**config.mk**
```make
export PLATFORM = sky130hd
export DESIGN_NAME = max_pool_stream
export DESIGN_NICKNAME = d
export VERILOG_FILES = /design/src/rtl/max_pool_stream.sv
export SDC_FILE = /design/constraint.sdc
export NUM_CORES = 1
export LEC_CHECK = 0
export BUFFER_PORTS_ARGS = -buffer_cell sky130_fd_sc_hd__buf_2
export CAP_MARGIN = 25
export CORE_ASPECT_RATIO = 0.75
export CORE_MARGIN = 2
export CORE_UTILIZATION = 55
export CTS_CLUSTER_DIAMETER = 120
export DETAILED_ROUTE_END_ITERATION = 6
export PLACE_DENSITY = 0.68
export SLEW_MARGIN = 25
export SYNTH_ARGS = -nofsm -noshare
export SYNTH_HDL_FRONTEND = slang
export SYNTH_SLANG_ARGS = --single-unit
export TNS_END_PERCENT = 10
```
**constraint.sdc**
```tcl
create_clock -name clk -period 5.4 [get_ports clk]
set_clock_uncertainty 0.05 [all_clocks]
set_input_delay 1.08 -clock clk [delete_from_list [all_inputs] [get_ports clk]]
set_output_delay 1.08 -clock clk [all_outputs]
set_load 0.02 [all_outputs]
```
**src/rtl/max_pool_stream.sv**
```systemverilog
// Streaming POOL x POOL max-pooling (stride POOL) for one channel, raster-order input.
// Define MAX_POOL_RELU_EN to clamp negative pooled results to zero (fused ReLU).
module max_pool_stream #(
    parameter int DATA_W = 22,
    parameter int POOL   = 2,
    parameter int IMG_W  = 24,
    parameter int IMG_H  = 24
) (
    input  logic              clk,
    input  logic              reset,
    input  logic              in_valid,
    output logic              in_ready,
    input  logic [DATA_W-1:0] in_data,
    output logic              out_valid,
    input  logic              out_ready,
    output logic [DATA_W-1:0] out_data,
    output logic              frame_done
);

    localparam int NWIN = IMG_W / POOL;
    localparam int CW   = (IMG_W > 1) ? $clog2(IMG_W) : 1;
    localparam int RW   = (IMG_H > 1) ? $clog2(IMG_H) : 1;
    localparam int PW   = (POOL > 1) ? $clog2(POOL) : 1;
    localparam int WCW  = (NWIN > 1) ? $clog2(NWIN) : 1;

    logic [CW-1:0]     col;
    logic [RW-1:0]     row;
    logic [PW-1:0]     win_r;
    logic [PW-1:0]     cc;
    logic [WCW-1:0]    win_c;
    logic [DATA_W-1:0] acc [NWIN];

    logic              accept;
    logic              transfer;
    logic              win_start;
    logic              last_pix;
    logic              col_end;
    logic              frame_end;
    logic [DATA_W-1:0] acc_cur;
    logic [DATA_W-1:0] pool_max;
    logic [DATA_W-1:0] emit_val;

    assign in_ready  = !out_valid || out_ready;
    assign accept    = in_valid && in_ready;
    assign transfer  = out_valid && out_ready;

    assign win_start = (win_r == '0) && (cc == '0);
    assign last_pix  = (win_r == PW'(POOL - 1)) && (cc == PW'(POOL - 1));
    assign col_end   = (col == CW'(IMG_W - 1));
    assign frame_end = (row == RW'(IMG_H - 1)) && col_end;

    // Ties keep the stored value, so only a strictly larger pixel replaces it.
    assign acc_cur  = acc[win_c];
    assign pool_max = ($signed(in_data) > $signed(acc_cur)) ? in_data : acc_cur;

`ifdef MAX_POOL_RELU_EN
    assign emit_val = pool_max[DATA_W-1] ? '0 : pool_max;
`else
    assign emit_val = pool_max;
`endif

    always_ff @(posedge clk or posedge reset) begin
        if (reset) begin
            col   <= '0;
            row   <= '0;
            win_r <= '0;
            cc    <= '0;
            win_c <= '0;
        end else if (accept) begin
            if (col_end) begin
                col   <= '0;
                cc    <= '0;
                win_c <= '0;
                if (row == RW'(IMG_H - 1)) begin
                    row   <= '0;
                    win_r <= '0;
                end else begin
                    row   <= row + 1'b1;
                    win_r <= (win_r == PW'(POOL - 1)) ? '0 : win_r + 1'b1;
                end
            end else begin
                col <= col + 1'b1;
                if (cc == PW'(POOL - 1)) begin
                    cc    <= '0;
                    win_c <= win_c + 1'b1;
                end else begin
                    cc <= cc + 1'b1;
                end
            end
        end
    end

    // Accumulators need no reset: each one is overwritten by its window's first pixel.
    always_ff @(posedge clk) begin
        if (accept) begin
            acc[win_c] <= win_start ? in_data : pool_max;
        end
    end

    always_ff @(posedge clk or posedge reset) begin
        if (reset) begin
            out_valid  <= 1'b0;
            out_data   <= '0;
            frame_done <= 1'b0;
        end else if (accept && last_pix) begin
            out_valid  <= 1'b1;
            out_data   <= emit_val;
            frame_done <= frame_end;
        end else if (transfer) begin
            out_valid  <= 1'b0;
            frame_done <= 1'b0;
        end
    end

endmodule

```
==> results of run 1 <==
## repair_timing
item,4_1_cts,5_1_grt
setup buffers,1,1
pin swaps,0,2
resized for setup,0,1
setup endpoints to repair,240,264
gates cloned,0,1
## cells in the final DEF, fill, tap and decap left out, types with 6 or more instances in the layout
| master | count |
|---|---|
| a21oi_1 | 11 |
| and2_2 | 8 |
| buf_2 | 50 |
| buf_4 | 7 |
| bufinv_16 | 6 |
| clkbuf_16 | 29 |
| dfrtp_1 | 37 |
| edfxtp_1 | 264 |
| ha_1 | 28 |
| inv_1 | 27 |
| mux2_1 | 20 |
| mux2i_1 | 24 |
| mux4_2 | 66 |
| nand2_1 | 69 |
| nand3_1 | 32 |
| nor2_1 | 7 |
| o21ai_0 | 29 |
| o311ai_1 | 17 |
## metal layers
metal | global-route usage [%] | up-vias
met5 | 0 | -
met4 | 5.42 | 0
met3 | 3.56 | 39
met2 | 39.6 | 259
met1 | 34.0 | 3599
li1 | - | 2991
## report_power, final
part / total (W) / switching [W] / internal [W] / leakage, nW
sequential: 0.00372 / 0.000267 / 0.00346 / 2.91
clock: 0.00212 / 0.000832 / 0.00129 / 0.489
combinational: 0.00329 / 0.00204 / 0.00125 / 1.67
## final timing paths
check / cells after the start / end / slack (ns)
worst min register to register: 2 / out_data[1]$_DFFE_PP0P_ / 0.43
max in group asynchronous: 2 / win_c[0]$_DFFE_PP0P_ / 4.11
min in group asynchronous: 2 / out_data[10]$_DFFE_PP0P_ / 0.62
worst min-delay path: 2 / out_data[1]$_DFFE_PP0P_ / 0.43
worst max register to register: 13 / acc[8][18]$_DFFE_PP_ / 0.25
worst max-delay path: 13 / acc[8][18]$_DFFE_PP_ / 0.25
## worst max-delay path, cell delays in order, from the launching register on
cell,delay (ns)
dfrtp_4,0.65
buf_4,0.25
mux4_2,0.33
mux2i_1,0.06
o21ai_0,0.37
inv_1,0.15
ha_1,0.51
nand2_1,0.17
nor4_2,0.46
nand3_1,0.34
o31ai_2,0.46
mux2i_4,0.19
nor2_8,0.32
mux2_1,0.52
## logic make-up (layout without fill, tap and decap cells)
group / count (synthesis) / after routing / synth area share [%]
buffers and inverters: 67 / 141 / 2.19
and+or+nand+nor: 139 / 140 / 5.20
adders and majority gates: 28 / 28 / 2.75
muxes: 116 / 116 / 15.9
xor gates and xnor gates: 4 / 4 / 0.275
AOI/OAI and AO/OA: 70 / 70 / 3.67
DFF: 304 / 304 / 70.0
## synthesized netlist by cell type (10+ instances only)
cell type / number / share of area, %
edfxtp_1: 264 / 62
nand2_1: 69 / 2.0
mux4_2: 66 / 12
dfrtp_1: 40 / 7.8
nand3_1: 33 / 1.3
o21ai_0: 29 / 1.1
ha_1: 28 / 2.7
inv_1: 28 / 0.82
clkbuf_1: 24 / 0.71
mux2i_1: 24 / 1.9
mux2_1: 20 / 1.8
o311ai_1: 17 / 1.2
a21oi_1: 11 / 0.43
buf_2: 10 / 0.39
## flip-flops by register name, indices dropped and copies added (netlist names)
name / flops
cc: 1
out_data: 22
col: 5
win_r: 1
frame_done: 1
win_c: 4
acc: 264
out_valid: 1
row: 5
## final cells by class
type,count,share of cell area [%]
sequential,304,62.0
timing repair buffer,62,2.85
clock inverter,16,1.58
clock buffer,35,5.33
inverter,28,0.738
tap,300,2.60
multi-input combinational,358,24.9
## stage by stage
| step | total power (W) | instance area, sq um |
|---|---|---|
| 3_3_place_gp | 0.00680 | 13300 |
| 4_1_cts | 0.00909 | 14400 |
| 6_report | 0.00913 | 14400 |
| 3_5_place_dp | 0.00694 | 13300 |
| 2_1_floorplan | 0.00599 | 12800 |
| 5_1_grt | 0.00961 | 14400 |
==> flow_summary.ini, run 1 <==
[global_routing]
grt_use_total_pct = 23.8
grt_max_degree = 47
antenna_found_initial = 0
grt_first_pass_wirelength_mm = 42.8
grt-ovfl-total = 0
grt_pass1_vias = 6910

[cells_and_area]
syn2layout_area_growth_pct = 13.0
fin_cells = 1103
multi_input_area_sq_mm = 0.00359
drive_gt1_share_pct = 24.8
antenna_cells = 0
final_util_pct = 63.0
num-fill-cells = 1575
nNetsFinal = 837
ff_latch_area_sq_mm = 0.00893

[sta]
fin_crit_ns = 5.15
hold_violations = 0
slew_viol_final = 0
holdWs_ns = 0.434
worstMarginPinSlew_ns = 0.932
fin_crit_sh_pct = 95.4
setup_ws_ns = 0.249
rsz0062_at_grt = false
tns_ns = 0
setup_viol = 0
slew_headroom_pct = 37.9
timing.fmax_mhz = 194

[routing]
drc = 0
drt_iter0_markers = 682
vias = 6888
first_pass_iters = 5
highest_layer = met4
wl_met3_mm = 1.97
totalWireLength_mm = 28.8
wl_met1_mm = 12.2
ant_nets = 0
wl_per_cell_um = 26.1
dr_wl_met2_mm = 14.0
via_per_inst = 6.24

[synthesis]
synth-edff-count = 264
synthFlopType = edfxtp_1
synth_area_sq_mm = 0.0128
ys_seq_area_share_pct = 70.0
ys_ff_latch = 304
avgSynthCellArea_sq_um = 17.5
ys_warn_count = 0
syn_inst = 728
mappedNetlistNets = 782
synth-async-reset-ratio_pct = 13.2
synthDistinctLibCells = 44

[clocking]
cts-root-buf = clkbuf_16
clkLatencyLatePin_ns = 0.54
clk_pin_slew_worst_paths_ns = 0.07
tritoncts = built
clockBufferDepth = 3
cts.sinks = 304
cts_buffers = 29
htree_levels = 1
hold_buffers = 0

[placement]
portBuffers = 50
place.gp.congestion = 0.741
place_hpwl_mm = 16.3
dpl_worst_slack_ns = 0.00226
place_inst = 1049

[worst_setup_path]
critPathCaptureType = register
path_class = reg -> reg
crit_fanout = 15
critPathLaunch = win_c[0]$_DFFE_PP0P_
timing.rr.start = win_c[0]$_DFFE_PP0P_
setup.worst_path.start_class = register
crit_arrival_ns = 5.33
critical_path_required_ns = 5.58

[floorplan]
dieArea_sq_mm = 0.0244
die_x_um = 180
core_sq_mm = 0.0229
rows = 48
io_pins = 51
die_h_um = 136
initial_core_util_pct = 55.7

[power_and_ir_drop]
ir_drop_mv = 0.367
p_per_area_mw_per_mm2 = 634
p_leak_nw = 5.07

[worst_hold_path]
hold_start = out_data[1]$_DFFE_PP0P_
worstHoldPathType = reg -> reg

[job]
maxCapViolations = 0

[run_status]
outcome = finished, final reports clean
(Power assumes the default switching activity.)
==> inputs of run 2 (changes only) <==
--- a/config.mk
+++ b/config.mk
@@ -5,14 +5,15 @@
 export SDC_FILE = /design/constraint.sdc
 export NUM_CORES = 1
 export LEC_CHECK = 0
-export BUFFER_PORTS_ARGS = -buffer_cell sky130_fd_sc_hd__buf_2
 export CAP_MARGIN = 25
 export CORE_ASPECT_RATIO = 0.75
 export CORE_MARGIN = 2
 export CORE_UTILIZATION = 55
+export CTS_BUF_LIST = sky130_fd_sc_hd__clkbuf_8
 export CTS_CLUSTER_DIAMETER = 120
 export DETAILED_ROUTE_END_ITERATION = 6
-export PLACE_DENSITY = 0.68
+export DONT_BUFFER_PORTS = 1
+export PLACE_DENSITY = 0.66
 export SLEW_MARGIN = 25
 export SYNTH_ARGS = -nofsm -noshare
 export SYNTH_HDL_FRONTEND = slang
==> run 2 against run 1 <==
  * Register-to-register slack better by 0.33 ns
  * Via count shrank 1.8%
  * Hold slack improved by 0.033 ns
  * Worst setup slack better by 0.33 ns
  * Non-clock buffer count fell by 50
  * Critical path depth is 1 higher
  * Global-route usage is 0.29 points higher
  * Flip-flop and latch count did not move
  * Critical endpoint is now acc[4][9]$_DFFE_PP_
==> flow_summary.ini, run 2 (synthesized netlist as in run 1, its figures left out) <==
[run_status]
outcome = finished, final reports clean

[sta]
slew_headroom_pct = 30.7
timing.fmax_mhz = 208
rsz0062_at_grt = false
slew_viol_final = 0
fin_crit_sh_pct = 89.2
hold_violations = 0
holdWs_ns = 0.467
setup_viol = 0
fin_crit_ns = 4.82
tns_ns = 0
worstMarginPinSlew_ns = 1.04

[power_and_ir_drop]
p_leak_nw = 4.87
ir_drop_mv = 0.312
p_per_area_mw_per_mm2 = 629

[placement]
place.gp.congestion = 0.769
place_hpwl_mm = 16.2
portBuffers = 0

[floorplan]
core_sq_mm = 0.0229
io_pins = 51
die_h_um = 136
initial_core_util_pct = 55.7
rows = 48
dieArea_sq_mm = 0.0244
die_x_um = 180

[global_routing]
grt_use_total_pct = 24.1
antenna_found_initial = 0
grt_max_degree = 47
grt_first_pass_wirelength_mm = 43.1
grt-ovfl-total = 0
grt_pass1_vias = 7005

[worst_setup_path]
setup.worst_path.start_class = register
critPathCaptureType = register
crit_arrival_ns = 5.01
path_class = reg -> reg
critical_path_required_ns = 5.59
crit_fanout = 31

[clocking]
hold_buffers = 0
cts_setup_buffers = 0
clk_pin_slew_worst_paths_ns = 0.06
clkLatencyLatePin_ns = 0.55
tritoncts = built
htree_levels = 2
cts-root-buf = clkbuf_8
cts_buffers = 46
ctsResizeCount = 0
clockBufferDepth = 3
cts.sinks = 304

[cells_and_area]
nNetsFinal = 803
syn2layout_area_growth_pct = 10.3
layout_common_cells = edfxtp_1, nand2_1, mux4_2, clkbuf_8, inv_1
largest_reg_flops = 264
layout.cells.most_common = edfxtp_1
antenna_cells = 0
drive_gt1_share_pct = 21.1
top_regs = acc (264), out_data (22)
num-fill-cells = 1638
largest_register = acc

[routing]
first_pass_iters = 5
wl_per_cell_um = 26.4
drt_iter0_markers = 612
dr_wl_met2_mm = 13.5
ant_nets = 0
vias = 6764
via_per_inst = 6.23
highest_layer = met4
wl_met3_mm = 1.98
drc = 0
wl_met1_mm = 12.6
totalWireLength_mm = 28.7

[job]
maxCapViolations = 0

[worst_hold_path]
worstHoldPathType = reg -> reg
==> run 2: worst paths after layout <==
kind | slack (ns) | to | start | cells after the start
worst max-delay path | 0.58 | acc[4][9]$_DFFE_PP_ | win_c[1]$_DFFE_PP0P_ | 14
worst min register to register | 0.47 | col[1]$_DFFE_PP0P_ | col[1]$_DFFE_PP0P_ | 2
max in group asynchronous | 4.20 | win_c[0]$_DFFE_PP0P_ | reset | 1
worst max register to register | 0.58 | acc[4][9]$_DFFE_PP_ | win_c[1]$_DFFE_PP0P_ | 14
worst min-delay path | 0.47 | col[1]$_DFFE_PP0P_ | col[1]$_DFFE_PP0P_ | 2
min in group asynchronous | 0.51 | out_data[12]$_DFFE_PP0P_ | reset | 1
==> run 2: worst max-delay path, stage by stage, from the launching register on <==
cell and delay, ns:
dfrtp_2 0.89, buf_4 0.37, mux4_2 0.22, mux2i_1 0.06
o21ai_0 0.27, inv_1 0.13, ha_1 0.34, nand2_1 0.10
nor4_2 0.29, nand3_1 0.18, o31ai_1 0.46, mux2i_4 0.19
nor2_8 0.14, buf_4 0.28, mux2_1 0.51
==> run 2: stage by stage <==
stage	instance area, sq um	std cells	power, W	setup WS (ns)	utilization, %
final	14100	1086	0.00884	0.581	61.5
after global routing	14100	1086	0.00930	0.309	61.5
after CTS	14100	1086	0.00887	0.598	61.4
after detailed placement	13100	1001	0.00696	0.636	57.3
after global placement	13100	1001	0.00683	0.836	57.3
after floorplan	12800	728	0.00599	1.17	-
==> run 2: layer usage <==
layer,vias to the layer above,global-route usage [%]
li1,2934,-
met1,3513,34.1
met2,263,38.5
met3,54,4.98
met4,0,7.18
met5,-,0
==> run 2: cell type report <==
type                    instances  area (sq um)  share of cell area, %
flip-flops and latches        304          8930                   63.5
multi-input cells             357          3580                   25.4
clock buffers                  50           688                   4.89
well taps                     300           375                   2.67
clock inverters                35           248                   1.76
repair buffers                 12           140                  0.996
inverters                      28           106                  0.756
==> run 2: report_power, final <==
part / total (W) / switching (W) / leakage (nW) / internal [W]
clock: 0.00192 / 0.000875 / 0.526 / 0.00105
combinational: 0.00310 / 0.00192 / 1.43 / 0.00118
sequential: 0.00382 / 0.000367 / 2.91 / 0.00346
total: 0.00884 / 0.00316 / 4.87 / 0.00568
